**src/rtl/pokemon_select_ctrl.sv**
```systemverilog
// Two-player character-select controller: grid cursors, lock FSMs, stat table.
// Latency: cursor/lock visible 1 edge after a key press, stats 1 edge after the id.
// Backpressure: none; level keys are edge-detected, fight/win/other scenes freeze state.
module pokemon_select_ctrl #(
  parameter int COLS   = 4,
  parameter int ROWS   = 2,
  parameter int WRAP   = 0,
  parameter int UNIQUE = 1,
  parameter int W      = 8
) (
  input  logic         clk,
  input  logic         reset,
  input  logic [3:0]   scene_state,
  input  logic [4:0]   p1_keys,
  input  logic [4:0]   p2_keys,
  input  logic         cfg_we,
  input  logic [3:0]   cfg_idx,
  input  logic [2:0]   cfg_field,
  input  logic [W-1:0] cfg_data,
  output logic [W-1:0] p1_id,
  output logic [W-1:0] p2_id,
  output logic [W-1:0] p1_hp,
  output logic [W-1:0] p1_speed,
  output logic [W-1:0] p1_sk1,
  output logic [W-1:0] p1_sk2,
  output logic [W-1:0] p1_sk3,
  output logic [W-1:0] p2_hp,
  output logic [W-1:0] p2_speed,
  output logic [W-1:0] p2_sk1,
  output logic [W-1:0] p2_sk2,
  output logic [W-1:0] p2_sk3,
  output logic         p1_locked,
  output logic         p2_locked,
  output logic         sel_done
);
  localparam int N = COLS * ROWS;

  typedef enum logic [1:0] {S_IDLE, S_BROWSE, S_LOCKED} state_t;

  // Key bits {U,D,L,R,C}; returns the id after one direction step.
  function automatic logic [W-1:0] f_move(input logic [W-1:0] id, input logic [3:0] dir);
    int p, row, col;
    p   = int'(id) - 1;
    row = p / COLS;
    col = p % COLS;
    if (dir[3]) begin
      if (row > 0) row = row - 1;
      else if (WRAP != 0) row = ROWS - 1;
    end else if (dir[2]) begin
      if (row < ROWS - 1) row = row + 1;
      else if (WRAP != 0) row = 0;
    end else if (dir[1]) begin
      if (col > 0) col = col - 1;
      else if (WRAP != 0) col = COLS - 1;
    end else if (dir[0]) begin
      if (col < COLS - 1) col = col + 1;
      else if (WRAP != 0) col = 0;
    end
    return W'(row * COLS + col + 1);
  endfunction

  logic [W-1:0] r_tbl_hp [16];
  logic [W-1:0] r_tbl_sp [16];
  logic [W-1:0] r_tbl_s1 [16];
  logic [W-1:0] r_tbl_s2 [16];
  logic [W-1:0] r_tbl_s3 [16];

  logic [4:0]   r_p1_prev, r_p2_prev;
  state_t       r_p1_st, r_p2_st, w_p1_st_nx, w_p2_st_nx;
  logic [W-1:0] r_p1_id, r_p2_id, w_p1_id_nx, w_p2_id_nx;
  logic         r_sel_done;
  logic [W-1:0] r_p1_hp, r_p1_sp, r_p1_s1, r_p1_s2, r_p1_s3;
  logic [W-1:0] r_p2_hp, r_p2_sp, r_p2_s1, r_p2_s2, r_p2_s3;

  logic [4:0] w_p1_pr, w_p2_pr;
  logic       w_p1_one, w_p2_one;
  logic       w_start, w_choose, w_run;
  logic       w_p1_ok, w_p2_ok, w_p1_locking;
  logic [3:0] w_p1_idx, w_p2_idx;

  assign w_start  = (scene_state == 4'd1);
  assign w_choose = (scene_state == 4'd2);
  assign w_run    = w_start | w_choose;

  // Rising-edge presses; a cycle is usable only when exactly one new press arrives.
  assign w_p1_pr  = p1_keys & ~r_p1_prev;
  assign w_p2_pr  = p2_keys & ~r_p2_prev;
  assign w_p1_one = (w_p1_pr != 5'd0) && ((w_p1_pr & (w_p1_pr - 5'd1)) == 5'd0);
  assign w_p2_one = (w_p2_pr != 5'd0) && ((w_p2_pr & (w_p2_pr - 5'd1)) == 5'd0);

  assign w_p1_idx = 4'(r_p1_id - W'(1));
  assign w_p2_idx = 4'(r_p2_id - W'(1));

  // Stat table: reset to the built-in roster, overwritten by in-range config writes.
  always_ff @(posedge clk or negedge reset) begin
    if (!reset) begin
      for (int i = 0; i < 16; i++) begin
        r_tbl_hp[i] <= W'(50 + 20 * i);
        r_tbl_sp[i] <= W'(250 - 15 * i);
        r_tbl_s1[i] <= W'(30);
        r_tbl_s2[i] <= W'(40);
        r_tbl_s3[i] <= W'(50);
      end
    end else if (cfg_we && ({1'b0, cfg_idx} < 5'(N))) begin
      case (cfg_field)
        3'd0:    r_tbl_hp[cfg_idx] <= cfg_data;
        3'd1:    r_tbl_sp[cfg_idx] <= cfg_data;
        3'd2:    r_tbl_s1[cfg_idx] <= cfg_data;
        3'd3:    r_tbl_s2[cfg_idx] <= cfg_data;
        3'd4:    r_tbl_s3[cfg_idx] <= cfg_data;
        default: ;
      endcase
    end
  end

  // Next state and cursor for both players; p1 is resolved first so it wins a tie.
  always_comb begin
    w_p1_st_nx   = r_p1_st;
    w_p2_st_nx   = r_p2_st;
    w_p1_id_nx   = r_p1_id;
    w_p2_id_nx   = r_p2_id;
    w_p1_ok      = !((UNIQUE != 0) && (r_p2_st == S_LOCKED) && (r_p2_id == r_p1_id));
    w_p1_locking = 1'b0;
    w_p2_ok      = 1'b1;
    if (w_start) begin
      w_p1_st_nx = S_IDLE;
      w_p2_st_nx = S_IDLE;
      w_p1_id_nx = W'(1);
      w_p2_id_nx = W'(N);
    end else if (w_choose) begin
      case (r_p1_st)
        S_IDLE:   w_p1_st_nx = S_BROWSE;
        S_BROWSE: if (w_p1_one) begin
          if (w_p1_pr[0]) begin
            if (w_p1_ok) w_p1_st_nx = S_LOCKED;
          end else begin
            w_p1_id_nx = f_move(r_p1_id, w_p1_pr[4:1]);
          end
        end
        S_LOCKED: if (w_p1_one && w_p1_pr[0]) w_p1_st_nx = S_BROWSE;
        default:  w_p1_st_nx = S_IDLE;
      endcase
      w_p1_locking = (r_p1_st == S_BROWSE) && (w_p1_st_nx == S_LOCKED);
      w_p2_ok = !((UNIQUE != 0) && (r_p1_id == r_p2_id) &&
                  ((r_p1_st == S_LOCKED) || w_p1_locking));
      case (r_p2_st)
        S_IDLE:   w_p2_st_nx = S_BROWSE;
        S_BROWSE: if (w_p2_one) begin
          if (w_p2_pr[0]) begin
            if (w_p2_ok) w_p2_st_nx = S_LOCKED;
          end else begin
            w_p2_id_nx = f_move(r_p2_id, w_p2_pr[4:1]);
          end
        end
        S_LOCKED: if (w_p2_one && w_p2_pr[0]) w_p2_st_nx = S_BROWSE;
        default:  w_p2_st_nx = S_IDLE;
      endcase
    end
  end

  // Player state, cursors, key history and the done flag (held outside start/choose).
  always_ff @(posedge clk or negedge reset) begin
    if (!reset) begin
      r_p1_st    <= S_IDLE;
      r_p2_st    <= S_IDLE;
      r_p1_id    <= W'(1);
      r_p2_id    <= W'(N);
      r_p1_prev  <= 5'd0;
      r_p2_prev  <= 5'd0;
      r_sel_done <= 1'b0;
    end else begin
      r_p1_st   <= w_p1_st_nx;
      r_p2_st   <= w_p2_st_nx;
      r_p1_id   <= w_p1_id_nx;
      r_p2_id   <= w_p2_id_nx;
      r_p1_prev <= p1_keys;
      r_p2_prev <= p2_keys;
      if (w_run)
        r_sel_done <= w_choose && (r_p1_st == S_LOCKED) && (r_p2_st == S_LOCKED);
    end
  end

  // Registered stat lookups at the current ids, frozen outside start/choose.
  always_ff @(posedge clk or negedge reset) begin
    if (!reset) begin
      r_p1_hp <= W'(50);
      r_p1_sp <= W'(250);
      r_p1_s1 <= W'(30);
      r_p1_s2 <= W'(40);
      r_p1_s3 <= W'(50);
      r_p2_hp <= W'(50 + 20 * (N - 1));
      r_p2_sp <= W'(250 - 15 * (N - 1));
      r_p2_s1 <= W'(30);
      r_p2_s2 <= W'(40);
      r_p2_s3 <= W'(50);
    end else if (w_run) begin
      r_p1_hp <= r_tbl_hp[w_p1_idx];
      r_p1_sp <= r_tbl_sp[w_p1_idx];
      r_p1_s1 <= r_tbl_s1[w_p1_idx];
      r_p1_s2 <= r_tbl_s2[w_p1_idx];
      r_p1_s3 <= r_tbl_s3[w_p1_idx];
      r_p2_hp <= r_tbl_hp[w_p2_idx];
      r_p2_sp <= r_tbl_sp[w_p2_idx];
      r_p2_s1 <= r_tbl_s1[w_p2_idx];
      r_p2_s2 <= r_tbl_s2[w_p2_idx];
      r_p2_s3 <= r_tbl_s3[w_p2_idx];
    end
  end

  assign p1_id     = r_p1_id;
  assign p2_id     = r_p2_id;
  assign p1_locked = (r_p1_st == S_LOCKED);
  assign p2_locked = (r_p2_st == S_LOCKED);
  assign sel_done  = r_sel_done;
  assign p1_hp     = r_p1_hp;
  assign p1_speed  = r_p1_sp;
  assign p1_sk1    = r_p1_s1;
  assign p1_sk2    = r_p1_s2;
  assign p1_sk3    = r_p1_s3;
  assign p2_hp     = r_p2_hp;
  assign p2_speed  = r_p2_sp;
  assign p2_sk1    = r_p2_s1;
  assign p2_sk2    = r_p2_s2;
  assign p2_sk3    = r_p2_s3;
endmodule

```
**config.mk**
```make
export PLATFORM = sky130hd
export DESIGN_NAME = pokemon_select_ctrl
export DESIGN_NICKNAME = d
export VERILOG_FILES = /design/src/rtl/pokemon_select_ctrl.sv
export SDC_FILE = /design/constraint.sdc
export NUM_CORES = 1
export LEC_CHECK = 0
export ABC_AREA = 1
export ABC_CLOCK_PERIOD_IN_PS = 6300
export CAP_MARGIN = 5
export CORE_ASPECT_RATIO = 1.75
export CORE_MARGIN = 5
export CORE_UTILIZATION = 32
export CTS_CLUSTER_SIZE = 25
export DETAILED_ROUTE_END_ITERATION = 8
export DONT_BUFFER_PORTS = 1
export MAX_ROUTING_LAYER = met4
export SYNTH_ARGS = -nofsm -noshare
export SYNTH_HDL_FRONTEND = slang
export SYNTH_SLANG_ARGS = --single-unit
export TNS_END_PERCENT = 100
```
**constraint.sdc**
```tcl
create_clock -name clk -period 6.3 [get_ports clk]
set_clock_uncertainty 0.15 [all_clocks]
set_input_delay 0.315 -clock clk [delete_from_list [all_inputs] [get_ports clk]]
set_output_delay 0.315 -clock clk [all_outputs]
set_load 0.02 [all_outputs]
```
==> results.cfg, run 1 <==
[run_status]
status = finished clean

[synthesis]
yosys_warnings = 0
synth.avg_cell_area_um2 = 8.181
yosysTopAreaCell = dfrtp_1
synth_edf_count = 0
syn-num-nets = 4747
synth_seq_cells = 751
yosysMostFrequentCell = o21ai_0
async_flop_share_pct = 100.0
synthesis.area_mm2 = 0.03819
synth_top_area_share_pct = 28.83
ys_top_cells_by_count = o21ai_0 (986), nor2_1 (771), clkbuf_1 (658)
yosysSeqAreaShare_pct = 50.23
synth_area_leaders = dfrtp_1 (29%), dfstp_2 (21%), o21ai_0 (13%)
synth_cell_types = 46
syn_inst = 4668
ys.flop_type = dfrtp_1

[setup_path]
cp.arrival_ns = 6.00
worstPathRequired_ns = 6.68
worstSetupEndpointType = register
crit_fanout = 62
start_kind = register
max_stage_delay_ns = 0.51
slowest_stage = dfrtp_4
rr_worst_depth = 33
path_class = register to register

[job]
maxCapViolations = 0

[place]
hpwl_um = 70740
gp_congestion = 0.8885
io_buffers = 0

[drt]
postRouteAntennaNets = 0
drtIter0Drc = 3179
routed_wl_um = 126300
via_count = 32470
drc = 0
firstDrtPassIters = 6
viasPerCell = 5.681
avgRoutedWirePerCell_um = 22.10

[timing]
rsz0062_at_grt = false
worst_pin_slew_ns = 1.327
maxSlewViolCount = 0
fin_tns_setup_ns = 0
setup_viol = 0
hold_violations = 0
fmax_mhz = 177.8
min_period_over_period_pct = 89.30
timing.slew.headroom_pct = 11.55
post-route-min-period_ns = 5.626

[layout]
nets = 4207
multi_input_area_mm2 = 0.01608
fillers = 12050
area_growth_pct = 7.185
regArea_mm2 = 0.01919
drive_above_1_share_pct = 12.92

[clock_tree]
cts_tree = yes
cts_root_buf = clkbuf_16
cts.path.max_buffers = 3
clk-insertion-delay-late_ns = 0.67
cts_htree_levels = 3
clk_pin_slew_worst_paths_ns = 0.07
cts_resized = 0
numClockSinks = 751
cts_buffers = 71

[global_route]
grt_max_degree = 752
grt_pass1_wl_um = 192600
grt_pass1_vias = 31710
grt_use_total_pct = 19.77
overflow = 0
antenna_found_initial = 7

[hold_path]
hp-class = input port to register
worstHoldPathCells = 3

[power]
p_leak_nw = 16.73
ir_drop_mv = 0.3341
powerDensity_mw_per_mm2 = 404.6
p_total_w = 0.01656

[die]
core_mm2 = 0.1185
io_pins = 131
die_h_um = 467.0
start_util_pct = 32.23
dieArea_mm2 = 0.1266
die_w_um = 271.1
rows = 167
==> critical path, delay by kind of cell, from the launching register on <==
kind,cells,cell delay [ns]
buf+inv,5,0.58
simple gates,17,1.85
xor+xnor,2,0.33
fa+ha+maj,5,1.41
compound gates,4,0.62
flops,1,0.51
==> final cells by class <==
type                       count  share of cell area, %
sequential                   751                  46.88
multi-input combinational   3128                  39.29
clock buffer                 101                  5.038
tap                         1521                  4.650
timing repair buffer          61                  1.559
clock inverter                30                  1.403
inverter                     115                  1.122
antenna                        9                0.05502
==> kinds of logic after synthesis <==
| family | synth area share (%) |
|---|---|
| xor gates and xnor gates | 0.5046 |
| and+or+nand+nor | 17.55 |
| adders and majority gates | 1.540 |
| buffers and inverters | 7.779 |
| AOI/OAI and AO/OA | 22.40 |
| DFF | 50.23 |
==> registers in the layout, summed over array words and instances, names as in the netlist, 8 cells and up <==
| register | cells |
|---|---|
| p1_hp | 8 |
| p1_id | 8 |
| p1_sk1 | 8 |
| p1_sk2 | 8 |
| p1_sk3 | 8 |
| p1_speed | 8 |
| p2_hp | 8 |
| p2_id | 8 |
| p2_sk1 | 8 |
| p2_sk2 | 8 |
| p2_sk3 | 8 |
| p2_speed | 8 |
| r_tbl_hp | 128 |
| r_tbl_s1 | 128 |
| r_tbl_s2 | 128 |
| r_tbl_s3 | 128 |
| r_tbl_sp | 128 |
==> layout by cell type (no fill, tap or decap), drive strengths merged, types with 2 or more instances in the layout <==
cell,n
o22ai,12
a31oi,81
o21ai,992
clkinv,13
a211oi,2
xnor2,7
nor2,788
diode,9
dfstp,311
nand4,23
dfrtp,440
nand3,229
a21oi,22
clkbuf,101
and2,2
nand2,550
a22oi,2
or2,7
ha,47
xor2,15
nor4,6
inv,117
nor3,15
buf,46
bufinv,14
dlygate4sd3,15
o221ai,320
==> routing by layer <==
| layer | GRT usage, % | share of wire (%) | up-vias |
|---|---|---|---|
| li1 | - | - | 14830 |
| met1 | 23.13 | 39 | 15980 |
| met2 | 31.97 | 47 | 1353 |
| met3 | 4.896 | 8.3 | 307 |
| met4 | 9.579 | 5.0 | 0 |
| met5 | - | 0 | - |
==> power breakdown <==
group	switching [W]	internal, W
sequential	0.000836	0.00533
combinational	0.00386	0.00162
clock	0.00202	0.00289
==> per-stage QoR <==
step / utilization, % / instances / hold WS, ns / area, um^2 / setup WS [ns]
2_1_floorplan: - / 4668 / -0.1306 / 38190 / 0.08779
3_3_place_gp: 32.08 / 5557 / -0.05858 / 38010 / 0.7390
3_5_place_dp: 32.08 / 5557 / -0.05854 / 38010 / 0.7038
4_1_cts: 34.43 / 5702 / -0.7906 / 40790 / 0.6561
5_1_grt: 34.55 / 5716 / 0.04460 / 40930 / 0.1315
6_report: 34.55 / 5716 / 0.02202 / 40930 / 0.6743
==> repair_timing <==
action	4_1_cts	5_1_grt
hold endpoints to repair	767	226
buffers inserted	0	0
hold buffers	14	2
==> final timing paths <==
path	slack (ns)	endpoint	start
min	0.02	r_tbl_s3[97]$_DFFE_PN1P_	cfg_data[1]
max	0.67	p2_id[6]$_DFFE_PN0P_	p2_id[0]$_DFFE_PN0P_
max reg2reg	0.67	p2_id[6]$_DFFE_PN0P_	p2_id[0]$_DFFE_PN0P_
min in group asynchronous	0.07	r_tbl_s3[16]$_DFFE_PN0P_	reset
max in group asynchronous	2.48	r_tbl_s1[56]$_DFFE_PN0P_	reset
min reg2reg	0.22	r_tbl_s1[17]$_DFFE_PN1P_	r_tbl_s1[17]$_DFFE_PN1P_
No activity file was read; power rests on OpenSTA's default activity.
==> run 2: changes to the inputs <==
Settings changed: ABC_CLOCK_PERIOD_IN_PS 6300 to 6400.
Clock period 6.3 ns to 6.4 ns, I/O delays scaled along.
==> run 2 against run 1 <==
- the run now ends with max-slew violations left
- count of clock-buffer cells in the layout increased by 6
- routed wire length up 1.4%
- critical path depth decreased by 1
- worst hold slack better by 0.033 ns
- die area unchanged
- first-iteration DRC count up 15%
- non-clock buffer count rose by 9
==> results.cfg, run 2 (synthesized netlist as in run 1, its figures left out) <==
[run_status]
status = finished, violations left
violations = max-slew violations

[setup_path]
worstPathRequired_ns = 6.77
cp.arrival_ns = 6.05
slowest_stage = dfrtp_4
crit_fanout = 56
worstSetupEndpointType = register
start_kind = register
path_class = register to register
max_stage_delay_ns = 0.54

[layout]
fin_area_mm2 = 0.04085
final_cell_mix = o21ai_0 (986), nor2_1 (771), nand2_1 (529), dfrtp_1 (439), o221ai_1 (320)
fillers = 12010
nets = 4216
drive_above_1_share_pct = 13.06
mostFrequentLayoutCell = o21ai_0
area_growth_pct = 6.986
stdcell_count = 5726

[die]
die_h_um = 467.0
start_util_pct = 32.23
rows = 167
dieArea_mm2 = 0.1266
core_mm2 = 0.1185
die_w_um = 271.1
io_pins = 131

[place]
dpl_cell_area_mm2 = 0.03802
post-place-ws_ns = 0.7588
place_inst = 5562
gp_congestion = 0.9048
hpwl_um = 73030
io_buffers = 0

[drt]
avgRoutedWirePerCell_um = 22.36
routed_wl_um = 128000
via_count = 32840
viasPerCell = 5.736
postRouteAntennaNets = 0
drtIter0Drc = 3657
drc = 0
firstDrtPassIters = 6

[clock_tree]
cts_root_buf = clkbuf_16
post_cts_buffers = 0
numClockSinks = 751
cts_tree = yes
cts_htree_levels = 3
clk_pin_slew_worst_paths_ns = 0.07
cts_buffers = 71
cts_resized = 0
clk-insertion-delay-late_ns = 0.67
cts.path.max_buffers = 3

[power]
pwr-share-comb_pct = 33.7
switching_share_pct = 41.17
powerDensity_mw_per_mm2 = 393.7
p_leak_nw = 16.71
p_total_w = 0.01608
clockPowerShare_pct = 28.5
ir_drop_mv = 0.2825
p_switching_w = 0.006623
p_int_w = 0.009462
seqPwrFrac_pct = 37.8

[job]
maxCapViolations = 0

[timing]
maxSlewViolCount = 234
min_period_over_period_pct = 88.69
worst_pin_slew_ns = 1.703
layout_setup_ws_ns = 0.7236
setup_viol = 0
rsz0062_at_grt = false
fin_tns_setup_ns = 0
fmax_mhz = 176.2
hold_violations = 0
timing.slew.headroom_pct = -13.51
post-route-min-period_ns = 5.676

[hold_path]
hp-class = input port to register

[global_route]
grt_use_total_pct = 19.89
overflow = 0
grt_pass1_vias = 31960
antenna_found_initial = 8
grt_pass1_wl_um = 194000
grt_max_degree = 752
[run 2: cell types whose count changed in the layout (fill, tap and decap cells not counted), moves of 2 or more]
cell / delta
dlygate4sd3_1: +4
clkinv_8: +2
buf_4: +7
clkinv_2: +2
inv_6: -2
clkbuf_8: +8
clkinvlp_4: +2
clkbuf_1: -2
bufinv_16: -8
clkinv_4: -2
[run 2: layer usage]
metal | global-route usage, % | share of wire, % | up-vias
li1 | - | - | 14870
met1 | 23.15 | 39 | 16180
met2 | 32.53 | 48 | 1443
met3 | 4.383 | 8.2 | 349
met4 | 10.07 | 5.1 | 0
met5 | - | 0 | -
[run 2: final timing paths]
check,startpoint,slack [ns],endpoint,cells after the start
max in group asynchronous,reset,2.07,r_tbl_s1[16]$_DFFE_PN0P_,6
min in group asynchronous,reset,0.52,r_tbl_s3[16]$_DFFE_PN0P_,3
min,cfg_data[1],0.05,r_tbl_s3[121]$_DFFE_PN1P_,3
min reg2reg,r_tbl_hp[43]$_DFFE_PN1P_,0.22,r_tbl_hp[43]$_DFFE_PN1P_,0
max,p2_id[0]$_DFFE_PN0P_,0.72,p2_id[6]$_DFFE_PN0P_,32
max reg2reg,p2_id[0]$_DFFE_PN0P_,0.72,p2_id[6]$_DFFE_PN0P_,32
[run 2: final cells by class]
cell class                 instances  area, um^2  area share [%]
sequential                       751       19190           46.97
multi-input combinational       3128       16080           39.36
clock buffer                     107        2165           5.298
tap                             1521        1903           4.658
timing repair buffer              70       683.2           1.672
inverter                         115       459.2           1.124
clock inverter                    24       347.8          0.8514
antenna                           10       25.02         0.06125
[run 2: stage by stage]
stage / utilization (%) / hold slack [ns]
after detailed placement: 32.09 / -0.06382
after CTS: 34.35 / -0.7940
after global placement: 32.09 / -0.06184
after global routing: 34.48 / 0.06543
after floorplan: - / -0.1256
final: 34.48 / 0.05470
[run 2: what timing repair did]
action / 4_1_cts / 5_1_grt
hold buffers: 16 / 4
hold endpoints to repair: 805 / 148
endpoints found under the setup margin: 0 / 0
[run 2: critical path, delay by kind of cell (launching register included)]
| kind | cells | cell delay, ns |
|---|---|---|
| AO/OA/AOI/OAI | 4 | 0.61 |
| XOR/XNOR | 2 | 0.32 |
| AND/OR/NAND/NOR | 16 | 2.01 |
| adder cells (fa/ha/maj) | 5 | 1.31 |
| buffers and inverters | 5 | 0.61 |
| flip-flops | 1 | 0.54 |
[run 2: power by group through the flow]
stage	combinational (W)	sequential, W	clock (W)
global placement	0.00518	0.00619	0
global route	0.00586	0.00616	0.00487
detailed placement	0.00524	0.00620	0
CTS	0.00527	0.00612	0.00470
finish	0.00541	0.00608	0.00459
floorplan	0.00348	0.00586	0
